`src/rtl/sdpram_fifo_ctrl.sv`:
```
// FIFO controller around an external simple-dual-port RAM (1-cycle read latency),
// with a 2-entry output buffer so the downstream side can stall without losing reads.
module sdpram_fifo_ctrl #(
    parameter int DATA_WIDTH = 32,
    parameter int MEM_DEPTH  = 1024,
    localparam int ADDR_WIDTH = $clog2(MEM_DEPTH),
    localparam int STRB_WIDTH = DATA_WIDTH / 8
) (
    input  logic                  clk,
    input  logic                  rst,
    input  logic                  s_valid,
    output logic                  s_ready,
    input  logic [DATA_WIDTH-1:0] s_data,
    output logic                  m_valid,
    input  logic                  m_ready,
    output logic [DATA_WIDTH-1:0] m_data,
    output logic [ADDR_WIDTH+1:0] count,
    output logic                  empty,
    output logic [STRB_WIDTH-1:0] ram_wena,
    output logic [ADDR_WIDTH-1:0] ram_addra,
    output logic [DATA_WIDTH-1:0] ram_dina,
    output logic                  ram_renb,
    output logic [ADDR_WIDTH-1:0] ram_addrb,
    input  logic [DATA_WIDTH-1:0] ram_doutb
);

    localparam logic [ADDR_WIDTH:0] DEPTH_L = (ADDR_WIDTH+1)'(MEM_DEPTH);

    logic [ADDR_WIDTH:0]   wr_ptr_q, wr_ptr_d;
    logic [ADDR_WIDTH:0]   rd_ptr_q, rd_ptr_d;
    logic [ADDR_WIDTH+1:0] count_q, count_d;
    logic [DATA_WIDTH-1:0] buf_q [2];
    logic [DATA_WIDTH-1:0] buf_d [2];
    logic [1:0]            buf_cnt_q, buf_cnt_d;
    logic                  inflight_q, inflight_d;

    logic [ADDR_WIDTH:0]   ram_level;
    logic [1:0]            occ_after_pop;
    logic                  push, pop, rd_en;

    always_comb begin
        ram_level = wr_ptr_q - rd_ptr_q;
        s_ready   = (ram_level < DEPTH_L);
        // Writes are blocked while rst is high even though s_ready reads 1 then.
        push      = s_valid && s_ready && !rst;
        m_valid   = (buf_cnt_q != 2'd0);
        pop       = m_valid && m_ready;
        // Counting the slot freed by this cycle's pop keeps the read pipe full at one word per cycle.
        occ_after_pop = buf_cnt_q - {1'b0, pop};
        rd_en     = (ram_level != '0) && ((occ_after_pop + {1'b0, inflight_q}) < 2'd2);

        m_data    = buf_q[0];
        count     = count_q;
        empty     = (count_q == '0);
        ram_wena  = push ? {STRB_WIDTH{1'b1}} : {STRB_WIDTH{1'b0}};
        ram_addra = wr_ptr_q[ADDR_WIDTH-1:0];
        ram_dina  = s_data;
        ram_renb  = rd_en;
        ram_addrb = rd_ptr_q[ADDR_WIDTH-1:0];

        wr_ptr_d   = wr_ptr_q + {{ADDR_WIDTH{1'b0}}, push};
        rd_ptr_d   = rd_ptr_q + {{ADDR_WIDTH{1'b0}}, rd_en};
        inflight_d = rd_en;

        buf_d[0] = buf_q[0];
        buf_d[1] = buf_q[1];
        if (pop) begin
            buf_d[0] = buf_q[1];
        end
        if (inflight_q) begin
            buf_d[occ_after_pop[0]] = ram_doutb;
        end
        buf_cnt_d = occ_after_pop + {1'b0, inflight_q};

        count_d = count_q;
        case ({push, pop})
            2'b10:   count_d = count_q + 1'b1;
            2'b01:   count_d = count_q - 1'b1;
            default: count_d = count_q;
        endcase
    end

    always_ff @(posedge clk or posedge rst) begin
        if (rst) begin
            wr_ptr_q   <= '0;
            rd_ptr_q   <= '0;
            count_q    <= '0;
            buf_q[0]   <= '0;
            buf_q[1]   <= '0;
            buf_cnt_q  <= '0;
            inflight_q <= 1'b0;
        end else begin
            wr_ptr_q   <= wr_ptr_d;
            rd_ptr_q   <= rd_ptr_d;
            count_q    <= count_d;
            buf_q[0]   <= buf_d[0];
            buf_q[1]   <= buf_d[1];
            buf_cnt_q  <= buf_cnt_d;
            inflight_q <= inflight_d;
        end
    end

endmodule
```
`config.mk`:
```
export PLATFORM = sky130hd
export DESIGN_NAME = sdpram_fifo_ctrl
export DESIGN_NICKNAME = d
export VERILOG_FILES = /design/src/rtl/sdpram_fifo_ctrl.sv
export SDC_FILE = /design/constraint.sdc
export NUM_CORES = 1
export LEC_CHECK = 0
export CAP_MARGIN = 20
export CORE_MARGIN = 3
export CORE_UTILIZATION = 50
export DETAILED_ROUTE_END_ITERATION = 10
export DONT_BUFFER_PORTS = 1
export PLACE_DENSITY = 0.66
export SLEW_MARGIN = 20
export SYNTH_ARGS = -nofsm -noshare
export SYNTH_HDL_FRONTEND = slang
export SYNTH_SLANG_ARGS = --single-unit
```
`constraint.sdc`:
```
create_clock -name clk -period 5 [get_ports clk]
set_input_delay 1 -clock clk [delete_from_list [all_inputs] [get_ports clk]]
set_output_delay 1 -clock clk [all_outputs]
set_load 0.03 [all_outputs]
```
==> impl_metrics.json, run 1 <==
{
  "run_status": "finished, final reports clean",
  "root_buffer": "clkbuf_16",
  "die-area_sq_um": 12900,
  "rr_worst_depth": 16,
  "synthMuxAreaShare_pct": 12.1,
  "drive_gt1_share_pct": 15.2,
  "timing.reg2reg.setup_slack_ns": 0.73,
  "io_pins": 172,
  "drtIter0Drc": 173,
  "synth_top_area_share_pct": 43.5,
  "syn_avg_cell_area_sq_um": 10.4,
  "synth_edf_count": 0,
  "clkTransAtPathRegs_ns": 0.07,
  "grt_setup_unrepaired": "no",
  "ir_drop_mv": 0.399,
  "die-height_um": 114,
  "path_max_fanout": 12,
  "finClkSkew_ns": 0.00730,
  "final_nets": 567,
  "min_to": "rd_ptr_q[10]$_DFF_PP0_",
  "drt_first_pass_iters": 5,
  "hold_buffers": 0,
  "n_antenna_cell": 0,
  "drt-total-wl_um": 10800,
  "p_int_mw": 2.39,
  "switching_share_pct": 44.5,
  "maxSlewHeadroom_pct": 51.1,
  "min_path_cells": 1,
  "finalCritPeriodShare_pct": 85.4,
  "synth_top_family_by_area": "buffers and inverters",
  "overflow": 0,
  "grt_pass1_vias": 3506,
  "viasPerCell": 5.62,
  "numCtsBuffers": 9,
  "antenna_found_initial": 0,
  "synthCells": 556,
  "ys_seq_area_share_pct": 43.5,
  "gp_congestion": 0.849,
  "cp_data_arrival_time_ns": 4.47,
  "power.leakage_nw": 2.59,
  "hold-worst-slack_ns": 0.502,
  "synth.distinct_cells": 50,
  "power_frac_comb_pct": 38.1,
  "synth_flop_cell": "dfrtp_1",
  "clk_latency_ns": 0.34,
  "crit_type": "reg2reg",
  "end_kind": "flip-flop",
  "period_needed_ns": 4.27,
  "ys_async_sr_fraction_pct": 100,
  "die_x_um": 114,
  "hpwl_um": 7820,
  "cts.sinks": 101,
  "tightest_slew_ns": 0.734,
  "io_buffers": 0,
  "synth_compound_gate_area_share_pct": 9.76,
  "required_ns": 5.20,
  "syn-cell-area_sq_um": 5810,
  "start_kind": "flip-flop",
  "route.detailed.drc": 0,
  "p_clk_share_pct": 17.8,
  "synth-simple-area-share_pct": 9.15,
  "clockBufferDepth": 2,
  "grt_max_degree": 65,
  "synthTopCellsByArea": "dfrtp_1, buf_4, mux2_2",
  "place_ws_ns": 0.759,
  "fmax_mhz": 234,
  "area_delta_synth_final_pct": -2.80,
  "layout_setup_ws_ns": 0.728,
  "r2r-start": "wr_ptr_q[0]$_DFF_PP0_",
  "coreArea_sq_um": 11100,
  "seqPwrFrac_pct": 44.1,
  "grt_pass1_wl_um": 17900,
  "synth_xor_area_share_pct": 4.98,
  "maxSlewViolCount": 0,
  "final-hold-violation-count": 0,
  "yosys_warnings": 0,
  "p_per_area_nw_per_um2": 763,
  "fin_tns_setup_ns": 0,
  "hp-class": "reg2reg",
  "start_util_pct": 52.4,
  "postRouteAntennaNets": 0,
  "wire_per_inst_um": 17.6,
  "fp-row-count": 38,
  "cts_resized": 0,
  "post_cts_buffers": 0,
  "drv_cap": 0,
  "synth_fa_ha_area_share_pct": 6.50,
  "synth_top_cell_by_area": "dfrtp_1",
  "setup_viol": 0,
  "min_from": "rd_ptr_q[10]$_DFF_PP0_",
  "grt.total_usage_pct": 17.4,
  "r2r_end": "count[8]$_DFFE_PP0P_",
  "p_sw_mw": 1.92,
  "num_vias": 3457,
  "synth-seq-cells": 101,
  "syn-num-nets": 653,
  "cts_tree": "yes",
  "cts_max_level": 3
}
==> critical path, cell delays in order, from the launching register on <==
cell and delay [ns]:
dfrtp_1 0.54, inv_1 0.08, ha_1 0.23, fa_1 0.40, nand2b_1 0.18, a21oi_1 0.22
o211ai_2 0.15, a211oi_2 0.23, nand3_1 0.11, ha_1 0.39, fa_1 0.48, a21o_1 0.18
a21oi_1 0.28, o211ai_1 0.18, a31oi_1 0.22, xor2_1 0.19, o21ai_1 0.08
==> cell families after synthesis <==
group                      Yosys count
AOI/OAI and AO/OA                   86
xor gates and xnor gates            33
adders and majority gates           29
buffers and inverters              126
DFF                                101
muxes                               66
and+or+nand+nor                    115
==> power groups by stage <==
stage	logic, mW	registers [mW]	clock network (mW)
after detailed placement	1.66	1.93	0
after CTS	1.67	1.91	0.795
after global routing	1.87	1.96	0.827
final	1.64	1.90	0.769
after floorplan	2.01	1.49	0
after global placement	1.60	1.91	0
==> routing by layer <==
metal / up-vias / wire length [um] / GRT usage (%)
met5: - / 0 / 0
met4: 0 / 212 / 7.28
met3: 34 / 961 / 5.84
met2: 110 / 5070 / 27.6
met1: 1656 / 4580 / 21.7
li1: 1657 / - / -
==> cell usage after synthesis, drive strengths merged (5+ instances only) <==
library cell,count
a21oi,9
a31oi,5
and3,8
buf,92
clkbuf,12
dfrtp,101
ha,27
inv,22
mux2,33
mux2i,33
nand2,56
nand3,14
nor2,14
nor3,8
o211ai,5
o21ai,47
xnor2,22
xor2,11
==> area by class of cell <==
| type | count | area (sq um) |
|---|---|---|
| clock inverters | 7 | 105 |
| clock buffers | 9 | 225 |
| repair buffers | 7 | 52.6 |
| well taps | 140 | 175 |
| multi-input cells | 329 | 2470 |
| fillers | 995 | 5430 |
| flip-flops and latches | 101 | 2530 |
| inverters | 22 | 86.3 |
==> per-stage QoR <==
step,util (%),instance area (sq um),std cells,power [mW]
floorplan,-,5810,556,3.50
global placement,48.0,5320,599,3.51
detailed placement,48.0,5320,599,3.59
CTS,51.0,5650,615,4.38
global route,51.0,5650,615,4.66
finish,51.0,5650,615,4.31
==> how the worst max path moves through the flow <==
stage,from,endpoint,depth (start not counted)
floorplan,rst,count[9]$_DFFE_PP0P_,10
global placement,wr_ptr_q[0]$_DFF_PP0_,count[9]$_DFFE_PP0P_,16
detailed placement,wr_ptr_q[0]$_DFF_PP0_,count[9]$_DFFE_PP0P_,17
CTS,wr_ptr_q[0]$_DFF_PP0_,count[8]$_DFFE_PP0P_,16
global route,wr_ptr_q[0]$_DFF_PP0_,count[9]$_DFFE_PP0P_,17
finish,wr_ptr_q[0]$_DFF_PP0_,count[8]$_DFFE_PP0P_,16
==> placed cells by master (no fill, tap or decap), types with 3 or more instances in the layout <==
| cell type | instances |
|---|---|
| xor2_1 | 11 |
| mux2_2 | 33 |
| o21ai_1 | 19 |
| a31oi_1 | 5 |
| o31ai_1 | 3 |
| xnor2_1 | 22 |
| nor4_1 | 3 |
| nor3_1 | 7 |
| nand3_1 | 14 |
| clkbuf_16 | 9 |
| buf_4 | 7 |
| nand2b_1 | 3 |
| a21oi_1 | 8 |
| and3_1 | 8 |
| o211ai_1 | 3 |
| nor2_1 | 14 |
| inv_1 | 20 |
| a21o_1 | 3 |
| nand2_1 | 54 |
| ha_1 | 26 |
| dfrtp_1 | 101 |
| o21ai_0 | 27 |
| mux2i_1 | 33 |
Note: power is estimated with default switching activity, not from simulation.
==> run 2: changes to the inputs <==
CTS_CLUSTER_SIZE = 16   (was default)
==> results of run 2 <==
Same layout as run 1: the final DEF is identical, and so are final timing and power.
==> run 3: changes to the inputs <==
ABC_AREA = 1   (was default)
PLACE_DENSITY = default   (was 0.66)
==> impl_metrics.json, run 3 <==
{
  "cp_data_arrival_time_ns": 4.13,
  "area_delta_synth_final_pct": -3.24,
  "clockBufferDepth": 2,
  "synthTopCellsByArea": "dfrtp_1, buf_4, nand2_1",
  "cp_num_buf_inv": 3,
  "io_buffers": 0,
  "hp-class": "reg2reg",
  "grt_pass1_wl_um": 19800,
  "n_antenna_cell": 0,
  "synth_top_cell_by_area": "dfrtp_1",
  "root_buffer": "clkbuf_16",
  "final-hold-violation-count": 0,
  "power.leakage_nw": 2.88,
  "path_max_fanout": 5,
  "hold_buffers": 0,
  "drive_gt1_share_pct": 7.11,
  "fin_tns_setup_ns": 0,
  "p_int_mw": 2.33,
  "drv_cap": 0,
  "syn-num-nets": 827,
  "route.detailed.drc": 0,
  "grt.total_usage_pct": 18.9,
  "gp_congestion": 0.855,
  "die_x_um": 115,
  "syn-cell-area_sq_um": 5980,
  "required_ns": 5.24,
  "ir_drop_mv": 0.409,
  "utilization_pct": 50.1,
  "synth-seq-cells": 101,
  "postRouteAntennaNets": 0,
  "syn_avg_cell_area_sq_um": 8.20,
  "crit_family": "simple AND/OR/NAND/NOR gates",
  "drt-total-wl_um": 12300,
  "finClkSkew_ns": 0.00636,
  "grt_setup_unrepaired": "no",
  "maxSlewHeadroom_pct": 45.5,
  "antenna_found_initial": 0,
  "crit_type": "reg2reg",
  "switching_share_pct": 50.2,
  "seqPwrFrac_pct": 42.8,
  "start_util_pct": 51.7,
  "synth_top_area_share_pct": 42.2,
  "die-height_um": 115,
  "yosys_warnings": 0,
  "synth.distinct_cells": 33,
  "final_nets": 739,
  "clkTransAtPathRegs_ns": 0.06,
  "num_vias": 4202,
  "synth_flop_cell": "dfrtp_1",
  "cts_tree": "yes",
  "p_per_area_nw_per_um2": 809,
  "placed_cells": 773,
  "maxSlewViolCount": 0,
  "die-area_sq_um": 13300,
  "overflow": 0,
  "final_cell_mix": "nand2_1, dfrtp_1, o21ai_0",
  "setup_viol": 0,
  "ys_seq_area_share_pct": 42.2,
  "numCtsBuffers": 9,
  "grt_max_degree": 66,
  "period_needed_ns": 3.89,
  "post_cts_buffers": 0,
  "fmax_mhz": 257,
  "fp-row-count": 39,
  "start_kind": "flip-flop",
  "synth_edf_count": 0,
  "layout_commonest_cell": "nand2_1",
  "cts_max_level": 3,
  "stdcell_count": 790,
  "run_status": "finished, final reports clean",
  "p_sw_mw": 2.35,
  "yosysMostFrequentCell": "nand2_1",
  "coreArea_sq_um": 11600,
  "finalCritPeriodShare_pct": 77.8,
  "cts_resized": 0,
  "p_clk_share_pct": 14.9,
  "slowest_delay_ns": 0.58,
  "wire_per_inst_um": 15.6,
  "power_frac_comb_pct": 42.3,
  "cp_cell_sequence": "inv_1, ha_1, a21oi_1, nand2_1, nand2_1, nand4_1, nand2_2, nand3_1, inv_1, buf_4, ha_1, ha_1, nand2_1, nor2_1, nand3_2, nor3_2, nand3_1, xnor2_1",
  "tightest_slew_ns": 0.818,
  "drt_first_pass_iters": 4,
  "cts.sinks": 101,
  "hpwl_um": 8710,
  "viasPerCell": 5.32,
  "end_kind": "flip-flop",
  "grt_pass1_vias": 3972,
  "slowest_stage": "dfrtp_1",
  "drtIter0Drc": 251,
  "synthCells": 730,
  "clk_latency_ns": 0.35,
  "ys_async_sr_fraction_pct": 100,
  "yosys-top-cells-count": "nand2_1, dfrtp_1, o21ai_0",
  "io_pins": 172
}
==> run 3: cell types whose count changed in the layout (fill, tap and decap cells not counted), sizes merged, moves of 19 or more <==
| cell | before | now |
|---|---|---|
| o21ai | 47 | 98 |
| mux2 | 33 | 13 |
| nand2 | 56 | 153 |
| mux2i | 33 | 0 |
| nand3 | 14 | 33 |
| nor2 | 14 | 56 |
| inv | 24 | 78 |
==> run 3: final timing paths <==
kind	endpoint	slack, ns	cells past startpoint	start
setup / recovery	wr_ptr_q[10]$_DFF_PP0_	1.11	18	rd_ptr_q[5]$_DFF_PP0_
hold / removal	rd_ptr_q[10]$_DFF_PP0_	0.50	1	rd_ptr_q[10]$_DFF_PP0_
setup reg to reg	wr_ptr_q[10]$_DFF_PP0_	1.11	18	rd_ptr_q[5]$_DFF_PP0_
hold reg to reg	rd_ptr_q[10]$_DFF_PP0_	0.50	1	rd_ptr_q[10]$_DFF_PP0_
max in group asynchronous	m_data[18]$_DFF_PP0_	3.16	3	rst
min in group asynchronous	wr_ptr_q[0]$_DFF_PP0_	0.65	2	rst
==> run 3: layout make-up <==
class                           count  area [sq um]
Clock buffer                       11           233
Clock inverter                      5          60.1
Fill cell                        1085          5780
Inverter                           78           297
Multi-Input combinational cell    443          2420
Sequential cell                   101          2530
Tap cell                          143           179
Timing Repair Buffer                9          75.1
==> run 3: layer usage <==
layer  wire length [um]  part of all wire, %  GRT usage, %
met5                  0                    0             0
met4                287                  2.3          9.15
met3               1030                  8.4          5.84
met2               5480                   44          28.3
met1               5530                   45          24.8
==> run 3: through the flow <==
step                      area, sq um  power [mW]  setup WS, ns  hold slack (ns)
after detailed placement         5480        4.01          1.07            0.490
final                            5790        4.69          1.11            0.505
after floorplan                  5990        3.83         0.648            0.464
after CTS                        5770        4.73          1.04            0.504
after global routing             5790        5.14         0.724            0.517
after global placement           5480        3.96          1.15            0.478
==> run 3: logic make-up (layout without fill, tap and decap cells) <==
group | count (synthesis) | in the layout | synth area share, %
buf+inv | 186 | 103 | 17.4
xor+xnor | 25 | 25 | 3.66
simple gates | 257 | 257 | 17.8
mux | 13 | 13 | 2.45
compound gates | 119 | 119 | 10.1
flops | 101 | 101 | 42.2
fa+ha+maj | 29 | 29 | 6.32
==> run 3: power by group through the flow <==
stage          sequential [mW]  clock, mW  combinational (mW)
4_1_cts                   2.02      0.721                2.00
3_3_place_gp              2.02          0                1.94
2_1_floorplan             1.53          0                2.30
6_report                  2.00      0.697                1.98
3_5_place_dp              2.03          0                1.98
5_1_grt                   2.07      0.749                2.33
